File: src/rtl/serial_a_paralelo_rx_if.sv
`default_nettype none
// ============================================================================
// Module      : serial_a_paralelo_rx_if
// Description : Lane-side bundle for the serial-to-parallel receiver: serial
//               bit in, received byte, byte strobe and lock indication.
// Revision    : 1.0 - initial release
// ============================================================================
interface serial_a_paralelo_rx_if;
  logic       in;
  logic [7:0] out;
  logic       valid_out;
  logic       active;

  // Side that drives the serial line and consumes the bytes
  modport master (
    output in,
    input  out,
    input  valid_out,
    input  active
  );

  // Receiver side
  modport slave (
    input  in,
    output out,
    output valid_out,
    output active
  );
endinterface
`default_nettype wire

File: src/rtl/serial_a_paralelo_rx.sv
`default_nettype none
// ============================================================================
// Module      : serial_a_paralelo_rx
// Description : Deserialises an MSB-first bit stream into bytes, aligns on
//               the COM symbol, declares lock after a run of aligned COMs and
//               strobes every non-COM byte out once locked.
// Revision    : 1.0 - initial release
// ============================================================================
module serial_a_paralelo_rx #(
  parameter logic [7:0] COM        = 8'hBC,
  parameter int         COM_NEEDED = 4
) (
  input  wire                    clk32f,
  input  wire                    reset,
  serial_a_paralelo_rx_if.slave  bus
);

  localparam logic [3:0] c_com_needed = 4'(COM_NEEDED);

  typedef enum logic [1:0] {
    ST_UNALIGNED = 2'd0,
    ST_ALIGNING  = 2'd1,
    ST_ACTIVE    = 2'd2
  } state_t;

  state_t     r_state;
  logic [6:0] r_sr;
  logic [2:0] r_cnt;
  logic [2:0] r_com_cnt;
  logic [7:0] r_out;
  logic       r_valid_out;
  logic       r_active;

  logic [7:0] w_window;
  logic       w_is_com;
  logic       w_boundary;
  logic [3:0] w_com_next;

  // Current byte candidate: the seven previous bits plus the bit on the line now
  assign w_window   = {r_sr, bus.in};
  assign w_is_com   = (w_window == COM);
  assign w_boundary = (r_cnt == 3'd7);
  assign w_com_next = {1'b0, r_com_cnt} + 4'd1;

  // Shift register, alignment state machine and registered outputs
  always_ff @(posedge clk32f or negedge reset) begin
    if (!reset) begin
      r_state     <= ST_UNALIGNED;
      r_sr        <= 7'd0;
      r_cnt       <= 3'd0;
      r_com_cnt   <= 3'd0;
      r_out       <= 8'h00;
      r_valid_out <= 1'b0;
      r_active    <= 1'b0;
    end else begin
      r_sr        <= w_window[6:0];
      r_valid_out <= 1'b0;
      case (r_state)
        ST_UNALIGNED: begin
          // Bit-granular hunt; the counter restarts so the next byte begins now
          r_cnt <= 3'd0;
          if (w_is_com) begin
            r_com_cnt <= 3'd1;
            if (COM_NEEDED == 1) begin
              r_state  <= ST_ACTIVE;
              r_active <= 1'b1;
            end else begin
              r_state <= ST_ALIGNING;
            end
          end
        end
        ST_ALIGNING: begin
          r_cnt <= r_cnt + 3'd1;
          if (w_boundary) begin
            if (w_is_com) begin
              if (w_com_next == c_com_needed) begin
                r_state  <= ST_ACTIVE;
                r_active <= 1'b1;
              end else begin
                r_com_cnt <= w_com_next[2:0];
              end
            end else begin
              // Candidate was false; fall back to the sliding search
              r_com_cnt <= 3'd0;
              r_state   <= ST_UNALIGNED;
            end
          end
        end
        ST_ACTIVE: begin
          // Locked until reset; COM bytes are idle fill and never delivered
          r_cnt <= r_cnt + 3'd1;
          if (w_boundary && !w_is_com) begin
            r_out       <= w_window;
            r_valid_out <= 1'b1;
          end
        end
        default: begin
          r_state <= ST_UNALIGNED;
          r_cnt   <= 3'd0;
        end
      endcase
    end
  end

  assign bus.out       = r_out;
  assign bus.valid_out = r_valid_out;
  assign bus.active    = r_active;

endmodule
`default_nettype wire
File: src/flat_wrapper.sv
// flat-port wrapper written by rule: the top's interface ports become plain ports
module serial_a_paralelo_rx_flat 
#(
  parameter logic [7:0] COM        = 8'hBC,
  parameter int         COM_NEEDED = 4
)
  (clk32f, reset, bus_in, bus_out, bus_valid_out, bus_active);
  serial_a_paralelo_rx_if bus_i ();
  input  wire clk32f;
  input  wire reset;
  input wire logic [$bits(bus_i.in)-1:0] bus_in;
  output wire logic [$bits(bus_i.out)-1:0] bus_out;
  output wire logic [$bits(bus_i.valid_out)-1:0] bus_valid_out;
  output wire logic [$bits(bus_i.active)-1:0] bus_active;
  assign bus_i.in = bus_in;
  assign bus_out = bus_i.out;
  assign bus_valid_out = bus_i.valid_out;
  assign bus_active = bus_i.active;
  serial_a_paralelo_rx #(.COM(COM), .COM_NEEDED(COM_NEEDED)) u_core (.clk32f(clk32f), .reset(reset), .bus(bus_i));
endmodule
File: config.mk
export PLATFORM = sky130hd
export DESIGN_NAME = serial_a_paralelo_rx_flat
export DESIGN_NICKNAME = d
export VERILOG_FILES = /design/src/rtl/serial_a_paralelo_rx_if.sv /design/src/rtl/serial_a_paralelo_rx.sv /design/src/flat_wrapper.sv
export SDC_FILE = /design/constraint.sdc
export NUM_CORES = 1
export LEC_CHECK = 0
export BUFFER_PORTS_ARGS = -buffer_cell sky130_fd_sc_hd__buf_2
export CAP_MARGIN = 20
export CORE_ASPECT_RATIO = 0.6
export CORE_MARGIN = 5
export CORE_UTILIZATION = 40
export CTS_BUF_LIST = sky130_fd_sc_hd__clkbuf_2 sky130_fd_sc_hd__clkbuf_4 sky130_fd_sc_hd__clkbuf_8
export CTS_CLUSTER_DIAMETER = 150
export CTS_CLUSTER_SIZE = 24
export DETAILED_ROUTE_END_ITERATION = 16
export PLACE_DENSITY = 0.56
export SKIP_LAST_GASP = 1
export SLEW_MARGIN = 20
export SYNTH_ARGS = -nofsm -noshare
export SYNTH_HDL_FRONTEND = slang
export SYNTH_SLANG_ARGS = --single-unit
File: constraint.sdc
create_clock -name clk32f -period 2.2 [get_ports clk32f]
set_clock_uncertainty 0.05 [all_clocks]
set_input_delay 0.33 -clock clk32f [delete_from_list [all_inputs] [get_ports clk32f]]
set_output_delay 0.33 -clock clk32f [all_outputs]
set_load 0.01 [all_outputs]
== After elaboration in Yosys (flattened, before gate mapping) ==
Index checks and enable logic that the tools add are counted.
Storage, ports and cells
  register bits after elaboration: 25
  bits in latches: 0
  bits in writable memories: 0
  ROM bits: 0
  bits of input ports: 3
  output and inout bits: 10
  memories kept: 0
Operators by class
  add/sub/neg operators: 2
  multiply operators: 0
  divide/modulo/power cells: 0
  order comparisons: 0
  equality and inequality tests: 9
  shift-type cells: 0
  multiplexer cells: 13
  bitwise operators: 1
  reduce and logical (&&, ||, !) cells: 9
Operators with widths (number)
  $mux 3: 5
  $reduce_and 4->1: 3
  $eq 8x8->1 const B: 1
  $mux 2: 4
  $ne 3x3->1 const B: 2
  $pmux 2 s3: 1
  $pmux 3 s2: 1
  $add 3x1->4 const B: 1
  $eq 4x3->1 const B: 1
  $ne 2x1->1 const B: 2
  $add 3x1->3 const B: 1
  $eq 3x3->1 const B: 1
  $eq 2x1->1 const B: 1
  $eq 2x2->1 const B: 1
  $logic_not 2->1: 1
  $mux 1: 2
  $reduce_and 2->1: 1
  $reduce_bool 2->1: 1
  $reduce_or 2->1: 1
  $logic_and 1x1->1: 1
  $logic_not 1->1: 1
  $not 1->1: 1

== Logic depth before layout (Yosys ltp) ==
Gate-level depths: netlist (run 1).
  depth after elaboration: 6
  gate-level depth with buffers: 7
  depth with buffers taken out: 6

== Worst setup path after synthesis (run 1) ==
Ideal clock, no wire load.
  path type: register to register
  start point: register u_core.r_sr[5]
  end point: register u_core.r_out[0], in the netlist u_core.bus.out[0]
  setup time: 0.125 ns
  arrival time: 1.537 ns
  required time: 2.025 ns
  path slack: 0.488 ns
  stages on the path, launching flop included: 7
  buffers on the path: 2
  clock period less this slack: 1.712 ns
  path through: dfrtp_1 nand4b_1 or2_1 buf_6 and3_4 buf_6 mux2_4
Between the ends
  word-level cells in the longest chain between the ends: 4
RTL lines
  start, declared: RTL line serial_a_paralelo_rx.sv:27  | logic [6:0] r_sr;
  start signal, assigned: RTL line serial_a_paralelo_rx.sv:56  | r_sr <= w_window[6:0];
  $eq 8x8->1: RTL line serial_a_paralelo_rx.sv:41  | assign w_is_com = (w_window == COM);
  $logic_not 1->1: RTL line serial_a_paralelo_rx.sv:92  | if (w_boundary && !w_is_com) begin
  $logic_and 1x1->1: RTL line serial_a_paralelo_rx.sv:92
  $reduce_and 2->1 (no line)
  end signal, assigned: RTL line serial_a_paralelo_rx.sv:93  | r_out <= w_window;
  end, declared: RTL line serial_a_paralelo_rx.sv:30  | logic [7:0] r_out;
Every way passes these cells.
A chain may end at the register's enable or synchronous reset.

== Final worst setup path (run 1) ==
  start point: register u_core.r_sr[5]
  end point: register u_core.r_out[4], in the netlist u_core.bus.out[4]
Same word-level chain as after synthesis.

==> results.txt, run 1 <==
- Fraction of final layout cells sized beyond drive strength 1: 27.3%
- No sink is reached through more buffers than the 2 on the longest clock path.
* Clk Tree Root Cell: clkbuf_8
- Derived from the worst setup path, the maximum achievable clock frequency is 557 MHz.
- Number of port buffers: 12
- R2R setup slack: 0.40 ns
* Total Negative Setup Slacks: 0 ns
* Register clock-pin slew on the reported worst setup and hold paths: 0.08 ns
* Worst slew slack as a fraction of its limit: 63.8%
- Utilization after layout: 48.1%
- The most used flip-flop cell after synthesis is dfrtp_1.
* Number of standard cells after synthesis: 85
- PostCTS Resize Cnt: 0
- Level count of the clock H-tree: 1
- Ant. Diodes: 0
- Setup violations remaining at the end of the flow were counted as 0.
- The count of nets left with antenna violations once routing finished came out at 0.
- Before antenna repair, the detailed router went through 4 iterations.
* WP data required: 2.31 ns
- Reported leakage power: 0.000586 uW
- Maximum number of pins on one net before global-route repair: 26
- The die is 50.8 um tall.
* Post-route cell area: 1240 sq um
* Worst Path Buf+Inv: 0
- For the worst-skew pair, the clock arrives at the later sink with an insertion delay of 0.26 ns.
* Max-Cap Viols: 0
- The total area inside the core boundary comes to 2570 sq um.
* Total grt overflow: 0
* Status: finished, violations left
* IR drop worst, VDD: 0.372 mV
- Clk sinks: 25
* Remaining design rule violation count: 0
- In the routed layout, each cell is associated on average with a via count of 5.35.
* Violations in the final reports: hold timing
- The initialized floorplan defines 14 standard-cell rows.
- Number of hold-slack violations in the final timing report: 25
- The mapped netlist covers 1110 sq um.
- Starting DRT DRC Count: 88
- At the pin with the least slew margin, the transition time is 0.543 ns.
* Crit path capture type: flop
- The synthesized design contains 25 register bits.
- The Yosys step of the flow raised 0 warnings.
* Beginning of the worst register-to-register path: u_core.r_sr[5]
* Detail-routed net length per standard cell: 15.3 um
* GRT Total Usage: 11.3%
- TritonCTS created 3 clock buffers.
- Proportion of register bits with asynchronous set or reset after synthesis: 100%
- Area share of the largest cell type after synthesis: 56.4%
* Cell class contributing the biggest share of worst-path delay: simple AND/OR/NAND/NOR gates
* Global-route wire length before repair: 3.46 mm
- At the worst endpoint, the arrival time is 1.90 ns.
- Summed over all nets, the half-perimeter wirelength after detailed placement is 1.46 mm.
- Post-Syn Nets: 94
- Dividing the final minimum period by the clock period gives 81.6%.
- Source of the critical timing path: u_core.r_sr[5]
- Setup repair after global routing left no endpoint under its margin.
- The count of final max-slew check failures came to 0.
- Area grow syn2layout: 11.7%
* Non-filler cells, final: 131
- For this run, the register share of the synthesized area comes to 56.4%.
- Nets@finish: 109
- The worst setup path is of the flop to flop kind.
* Register-to-Register Path Depth: 4
- Hold WS: -0.00902 ns
* Count of cell types in the netlist: 29
- The worst setup path is launched from a flop.
- Walking the worst path, the cells encountered are nand4b_1 -> or2_1 -> and3_4 -> mux2_4.
* Average size of a mapped cell: 13.0 sq um
* CP max stage cell: dfrtp_1
- Global placer's final weighted congestion: 0.823
- The smallest clock period supported by the final layout is computed as 1.80 ns.
* Die area: 3960 sq um
- TritonCTS clock tree: yes
- Of all nets on the critical path, the largest fanout is 9.
- The endpoint identified for the worst register-to-register timing path is u_core.bus.out[4].
- Pin placement for this block handled 13 I/O pins.
* Cell accounting for the most synthesized area: dfrtp_1
* Initial core utilization: 43.1%
- The via count of the first global-routing pass was 681.
* Top cells by count, synth: dfrtp_1 (25), mux2_4 (8), nand2_1 (7)
- The worst hold path belongs to the class primary input to asynchronous set/reset pin.
* Longest individual stage delay on the worst path: 0.40 ns
* Antenna violations before repair: 0
- Total power density per cell area: 693 nW/um^2
- DRT Wirelength: 2.01 mm
* Total of hold buffers inserted after clock tree synthesis: 0
* Post-synth EDFFs: 0
* Chip width: 78.0 um
- In this run the cell area measured after placement is 1190 sq um.
- Including well taps, the total number of placed cells is 127.
- In the post-synthesis netlist, the biggest area contributors are dfrtp_1 (56%), mux2_4 (11%), ha_1 (6.8%), nand2_1 (2.4%), buf_6 (2.0%).
- Post-CTS timing repair inserted 0 buffers for setup.
* Via count: 701
- Cell with the most instances after synthesis: dfrtp_1
cell type report:
| type | count | area (sq um) |
|---|---|---|
| inverter | 5 | 18.8 |
| clock buffer | 4 | 48.8 |
| tap | 32 | 40.0 |
| fill | 231 | 1340 |
| timing repair buffer | 13 | 67.6 |
| sequential | 25 | 626 |
| multi-input combinational | 52 | 438 |
cell families (layout without fill, tap and decap cells):
family | Yosys count | in the layout | share of synthesized area [%]
AND/OR/NAND/NOR | 21 | 21 | 10.7
buffers and inverters | 8 | 22 | 4.06
multiplexers | 8 | 8 | 10.8
flip-flops | 25 | 25 | 56.4
adder cells (fa/ha/maj) | 6 | 6 | 6.77
AO/OA/AOI/OAI | 17 | 17 | 11.2
layer usage:
metal	global-route usage, %	vias up	share of wire, %
met5	0	-	0
met4	3.37	0	0.65
met3	4.64	2	6.7
met2	14.1	20	40
met1	17.2	346	53
li1	-	333	-
flip-flops by register name, summed over array words and instances, names as in the netlist:
register	count
u_core.r_sr	7
u_core.r_com_cnt	3
u_core.r_cnt	3
u_core.bus.valid_out	1
u_core.r_state	2
u_core.bus.out	8
u_core.bus.active	1
placed cells by master (no fill, tap or decap), drive strengths merged:
master    n
a31oi     1
or2       1
a21oi     4
nor2b     2
a21o      1
nand2     7
o2111ai   1
nand4bb   1
a22oi     1
o21ai     2
o311a     1
inv       5
nor3      1
nor2      2
nand4b    1
clkbuf    4
ha        6
buf      13
a221o     1
o221ai    2
mux2      8
a31o      1
and2      2
and3      1
or3       1
dfrtp    25
nand2b    1
o2bb2ai   2
nand3     1
worst max path at each step:
stage                        end  slack, ns  cells after the start
6_report       u_core.bus.out[4]       0.40                      4
5_1_grt        u_core.bus.out[2]       0.33                      4
4_1_cts        u_core.bus.out[4]       0.41                      4
3_5_place_dp   u_core.bus.out[4]       0.37                      5
3_3_place_gp   u_core.bus.out[1]       0.44                      5
2_1_floorplan  u_core.bus.out[0]       0.49                      6
where the power goes:
part	switching, uW	total [uW]	internal (uW)	leakage (uW)
clock	135	277	142	0.0000262
combinational	61.9	92.9	31.0	0.000233
sequential	13.2	489	476	0.000327
total	210	859	649	0.000586
through the flow:
step	total power, uW	setup WS [ns]
after floorplan	550	0.488
after global placement	588	0.443
after detailed placement	589	0.373
after CTS	867	0.414
after global routing	902	0.332
final	859	0.404
Power figures use the tool's default switching activity.
==> run 2, diff against run 1 <==
- clock period: 2.2 -> 1.7 ns (I/O delays scaled with it)
==> results.txt, run 2 (synthesis gave the netlist of run 1 again) <==
- Status: finished, final reports clean
- Pin placement for this block handled 13 I/O pins.
- Counting the fill cells in the layout gives 226.
* Post-placement setup slack: 0.0347 ns
- Clk buf depth: 2
- The floorplan has 14 rows.
- Min-delay worst type: primary input to flop
* TritonCTS clock tree: yes
- Setup repair after global routing left no endpoint under its margin.
- Summed over all cells, the static leakage comes to 0.000608 uW.
- Routability-driven placement finished with a final weighted congestion of 0.812.
- Number of hold-slack violations in the final timing report: 0
- The area growth from synthesis to layout is 16.4%.
- Global-route wire length before repair: 3.34 mm
- IR drop worst, VDD: 0.617 mV
* Total power density per cell area: 865 nW/um^2
* Detail-routed net length per standard cell: 14.0 um
- GRT Total Usage: 10.8%
- Number of buffers inserted during clock tree synthesis: 3
- After layout, the design draws a total of 1120 uW.
- CP Launch Type: flop
* Die area: 3960 sq um
- Maximum number of pins on one net before global-route repair: 26
* WP data required: 1.80 ns
- Max Clock Freq: 604 MHz
- Clock tree synthesis selected as its root buffer the cell clkbuf_8.
- In this run the vertical extent of the chip is 50.8 um.
* Total grt overflow: 0
* Number of port buffers: 12
* Max-slew violation count: 0
* Clk sinks: 25
- The initial utilization of the core area, before any placement, comes to 43.1%.
- DRT antenna net count: 0
- Share of the clock period used by the worst path: 97.5%
* Chip width: 78.0 um
* Remaining design rule violation count: 0
- The via count of the first global-routing pass came to 693.
* Area of the core: 2570 sq um
- In the final layout, the share of cells above drive strength 1 is 31.1%.
- Leaving out fill and tap cells, the most frequent cells in the layout are dfrtp_1 (25), buf_2 (12), mux2_4 (8), nand2_1 (7), ha_1 (6).
- Commonest non-fill, non-tap cell in the layout: dfrtp_1
* Worst Max-Slew Pin Slew: 0.543 ns
* HPWL after detailed placement: 1.39 mm
- Nets@finish: 113
* Post-DR vias/cell: 5.05
- Antenna violations before repair: 0
- After layout, the minimum clock period comes to 1.66 ns.
- In this run the post-CTS setup repair buffer count came out at 0.
- Start-to-end type of the worst setup path: flop to flop
* Arrival time at the worst endpoint: 1.75 ns
- STA classifies the critical path endpoint as a flop.
* Register clock-pin slew on the reported worst setup and hold paths: 0.08 ns
- Post-route worst setup slack: 0.0432 ns
- The detailed router finished its first iteration with 30 violations.
* Max-Cap Viols: 0
- The worst pin sits at a relative slew slack of 63.8%.
- Via count: 682
* Latest clock arrival within the worst-skew pair: 0.26 ns
- Level count of the clock H-tree: 1
- 0 antenna diodes ended up in the layout.
- Top fanout value on the critical path: 9
- The register with the most flip-flops in the layout has 8 of them.
* Number of iterations in the first detailed-routing pass: 4
- DRT Wirelength: 1.89 mm
- Setup violations remaining at the end of the flow were counted as 0.
## run 2: changes by cell type in the layout (fill, tap and decap cells not counted)
cell           previous run  this run
buf_4                     1         4
dlygate4sd3_1             0         1
nand4bb_1                 1         0
nand4bb_4                 0         1
nor2b_1                   2         1
nor2b_2                   0         1
## run 2: path summary, 6_finish.rpt
kind | startpoint | to | slack [ns] | depth (start not counted)
hold reg to reg | u_core.r_sr[4] | u_core.r_sr[5] | 0.35 | 0
setup / recovery | u_core.r_sr[5] | u_core.bus.out[2] | 0.04 | 4
hold / removal | bus_in | u_core.r_sr[0] | 0.08 | 1
setup reg to reg | u_core.r_sr[5] | u_core.bus.out[2] | 0.04 | 4
min in group asynchronous | reset | u_core.bus.out[4] | 0.46 | 2
max in group asynchronous | reset | u_core.r_sr[4] | 0.78 | 2
## run 2: cell type report
class	instances	area (sq um)	area share [%]
Clock buffer	4	48.8	3.78
Inverter	5	18.8	1.45
Multi-Input combinational cell	52	457	35.4
Sequential cell	25	626	48.5
Tap cell	32	40.0	3.10
Timing Repair Buffer	17	100	7.76
## run 2: timing repair
action,4_1_cts,5_1_grt
endpoints found under the hold margin,25,0
hold buffers,1,0
resized for setup,0,2
endpoints found under the setup margin,0,10
## run 2: stage by stage
stage | hold slack, ns | cell area [sq um] | std cells | utilization [%] | TNS (ns)
6_report | 0.0797 | 1290 | 135 | 50.1 | 0
5_1_grt | 0.0767 | 1290 | 135 | 50.1 | 0
2_1_floorplan | -0.0906 | 1110 | 85 | - | -0.0978
3_5_place_dp | 0.227 | 1210 | 130 | 47.1 | 0
4_1_cts | 0.0730 | 1270 | 135 | 49.4 | 0
3_3_place_gp | 0.217 | 1210 | 130 | 47.1 | 0
## run 2: routing by layer
metal  track usage, %  routed length, um
met1             15.4               1030
met2             15.7                740
met3             3.93                 93
met4             2.53                 19
met5                0                  0
## run 2: power breakdown
| group | switching, uW | internal (uW) |
|---|---|---|
| combinational | 75.8 | 49.9 |
| sequential | 18.2 | 616 |
| clock | 173 | 183 |
| total | 267 | 849 |
## run 2: critical path, stage by stage (launching register included)
cell,delay (ns)
dfrtp_1,0.40
nand4b_1,0.24
or2_1,0.28
and3_4,0.25
mux2_4,0.32
==> run 3, diff against run 2 <==
- clock period: 1.7 -> 1.9 ns (I/O delays scaled with it)
==> results.txt, run 3 (synthesis gave the netlist of run 1 again) <==
- Once detail routing completed, the nets flagged for antenna violations numbered 0.
* Total of hold buffers inserted after clock tree synthesis: 1
- Total power density per cell area: 785 nW/um^2
- Chip width: 78.0 um
- Total grt overflow: 0
- In this run the worst path has a maximum fanout of 9.
* Max Clock Freq: 586 MHz
- STA classifies the critical path endpoint as a flop.
* Ant. Diodes: 0
- Longest individual stage delay on the worst path: 0.41 ns
- The tightest hold path in the finished design has a slack of 0.0977 ns.
- Maximum number of pins on one net before global-route repair: 26
- In the global route stage, overall resource usage came out at 11.0%.
- Arrival time at the worst endpoint: 1.81 ns
- For this design the static power due to leakage is 0.000599 uW.
- CP Launch Type: flop
- Number of buffers inserted during clock tree synthesis: 3
- Detail-routed net length per standard cell: 14.7 um
- Clk buf depth: 2
- For this run, design rule violations remaining after detail routing come to 0.
- CTS built an H-tree with a depth of 1.
- Post-layout min period: 1.71 ns
- Nets@finish: 112
- WP data required: 2.01 ns
- Of the available clock period, the critical path in the final layout requires 89.9%.
* # setup viols final: 0
- In this design, the largest share of critical-path delay is due to simple AND/OR/NAND/NOR gates.
- DRT Wirelength: 1.97 mm
- The floorplan step defined a die boundary enclosing 3960 sq um.
* Number of port buffers: 12
- OpenSTA, run right after detailed placement, puts the worst setup slack at 0.184 ns.
* Total Negative Setup Slacks: 0 ns
* Cell Chain, Critical Path: nand4bb_1 -> or2_1 -> and3_4 -> mux2_4
* Number of global-route vias before repair: 683
* Worst slew slack as a fraction of its limit: 63.2%
- Before antenna repair, the detailed router went through 4 iterations.
- RSZ-0062 raised after global routing: no
- Max-slew violation count: 0
* Fraction of final layout cells sized beyond drive strength 1: 28.4%
- Commonest non-fill, non-tap cell in the layout: dfrtp_1
- The count of endpoints failing hold in the final timing report is 0.
- IR drop worst, VDD: 0.479 mV
- The path class of the tightest hold or removal check is primary input to flop.
* Antenna violations before repair: 0
- Initial core utilization: 43.1%
- Post-DR vias/cell: 5.29
* Register clock-pin slew on the reported worst setup and hold paths: 0.09 ns
* Max-Cap Viols: 0
- Commonest non-fill, non-tap cells in the layout: dfrtp_1 (25), buf_2 (12), mux2_4 (8), nand2_1 (7), ha_1 (6)
- Among all stages on the critical path, the largest delay is contributed by dfrtp_1.
- The register with the most flip-flops in the layout has 8 of them.
- Post-route worst setup slack: 0.192 ns
* Worst Path Buf+Inv: 0
* IO Pins: 13
* Global placer's final weighted congestion: 0.785
* Status: finished, final reports clean
* Global-route wire length before repair: 3.38 mm
- Num rows: 14
- The root buffer cell chosen for the clock tree is clkbuf_8.
- Area of the core: 2570 sq um
- Starting DRT DRC Count: 34
- Gates resized during post-CTS repair numbered 0.
- Clock latency on the worst-skew pair, taken at its later pin, is 0.26 ns.
* Via count: 709
- Clk sinks: 25
- HPWL after detailed placement: 1.41 mm
- In this run the vertical extent of the chip is 50.8 um.
- Buffer count from post-CTS setup fixing: 0
- TritonCTS built the clock tree.
- For the pin with the worst max-slew slack, the measured transition is 0.552 ns.
- By startpoint and endpoint, the worst setup path is classified as flop to flop.
- Compared with the post-synthesis result, the final layout area differs by 13.8%.
## run 3: final timing paths
| path | start | to | slack [ns] | cells past startpoint |
|---|---|---|---|---|
| min in group asynchronous | reset | u_core.r_sr[1] | 0.48 | 2 |
| worst max register to register | u_core.r_sr[0] | u_core.bus.out[2] | 0.19 | 4 |
| max in group asynchronous | reset | u_core.r_sr[5] | 0.95 | 2 |
| worst max-delay path | u_core.r_sr[0] | u_core.bus.out[2] | 0.19 | 4 |
| worst min register to register | u_core.r_sr[5] | u_core.r_sr[6] | 0.35 | 0 |
| worst min-delay path | bus_in | u_core.r_sr[0] | 0.1 | 1 |
## run 3: stage by stage
stage                     power [uW]  instance area [sq um]  cells  util (%)
after floorplan                  637                   1110     85         -
after global placement           688                   1200    129      46.8
after detailed placement         685                   1200    129      46.8
after CTS                        999                   1260    134      49.0
after global routing            1040                   1260    134      49.0
final                            990                   1260    134      49.0
## run 3: layout make-up
type / count / area [sq um]
Fill cell: 225 / 1310
Sequential cell: 25 / 626
Multi-Input combinational cell: 52 / 438
Timing Repair Buffer: 16 / 92.6
Clock buffer: 3 / 41.3
Tap cell: 32 / 40.0
Inverter: 5 / 18.8
Clock inverter: 1 / 5.00
## run 3: power by group
part	switching, uW	leakage (uW)	internal, uW
clock network	166	0.0000255	147
registers	14.3	0.000327	551
logic	69.7	0.000246	43.0
total	250	0.000599	741
## run 3: routing by layer
layer | GRT usage (%) | wire length [um]
met4 | 3.37 | 19
met5 | 0 | 0
met3 | 3.75 | 138
met2 | 14.0 | 764
met1 | 17.0 | 1050
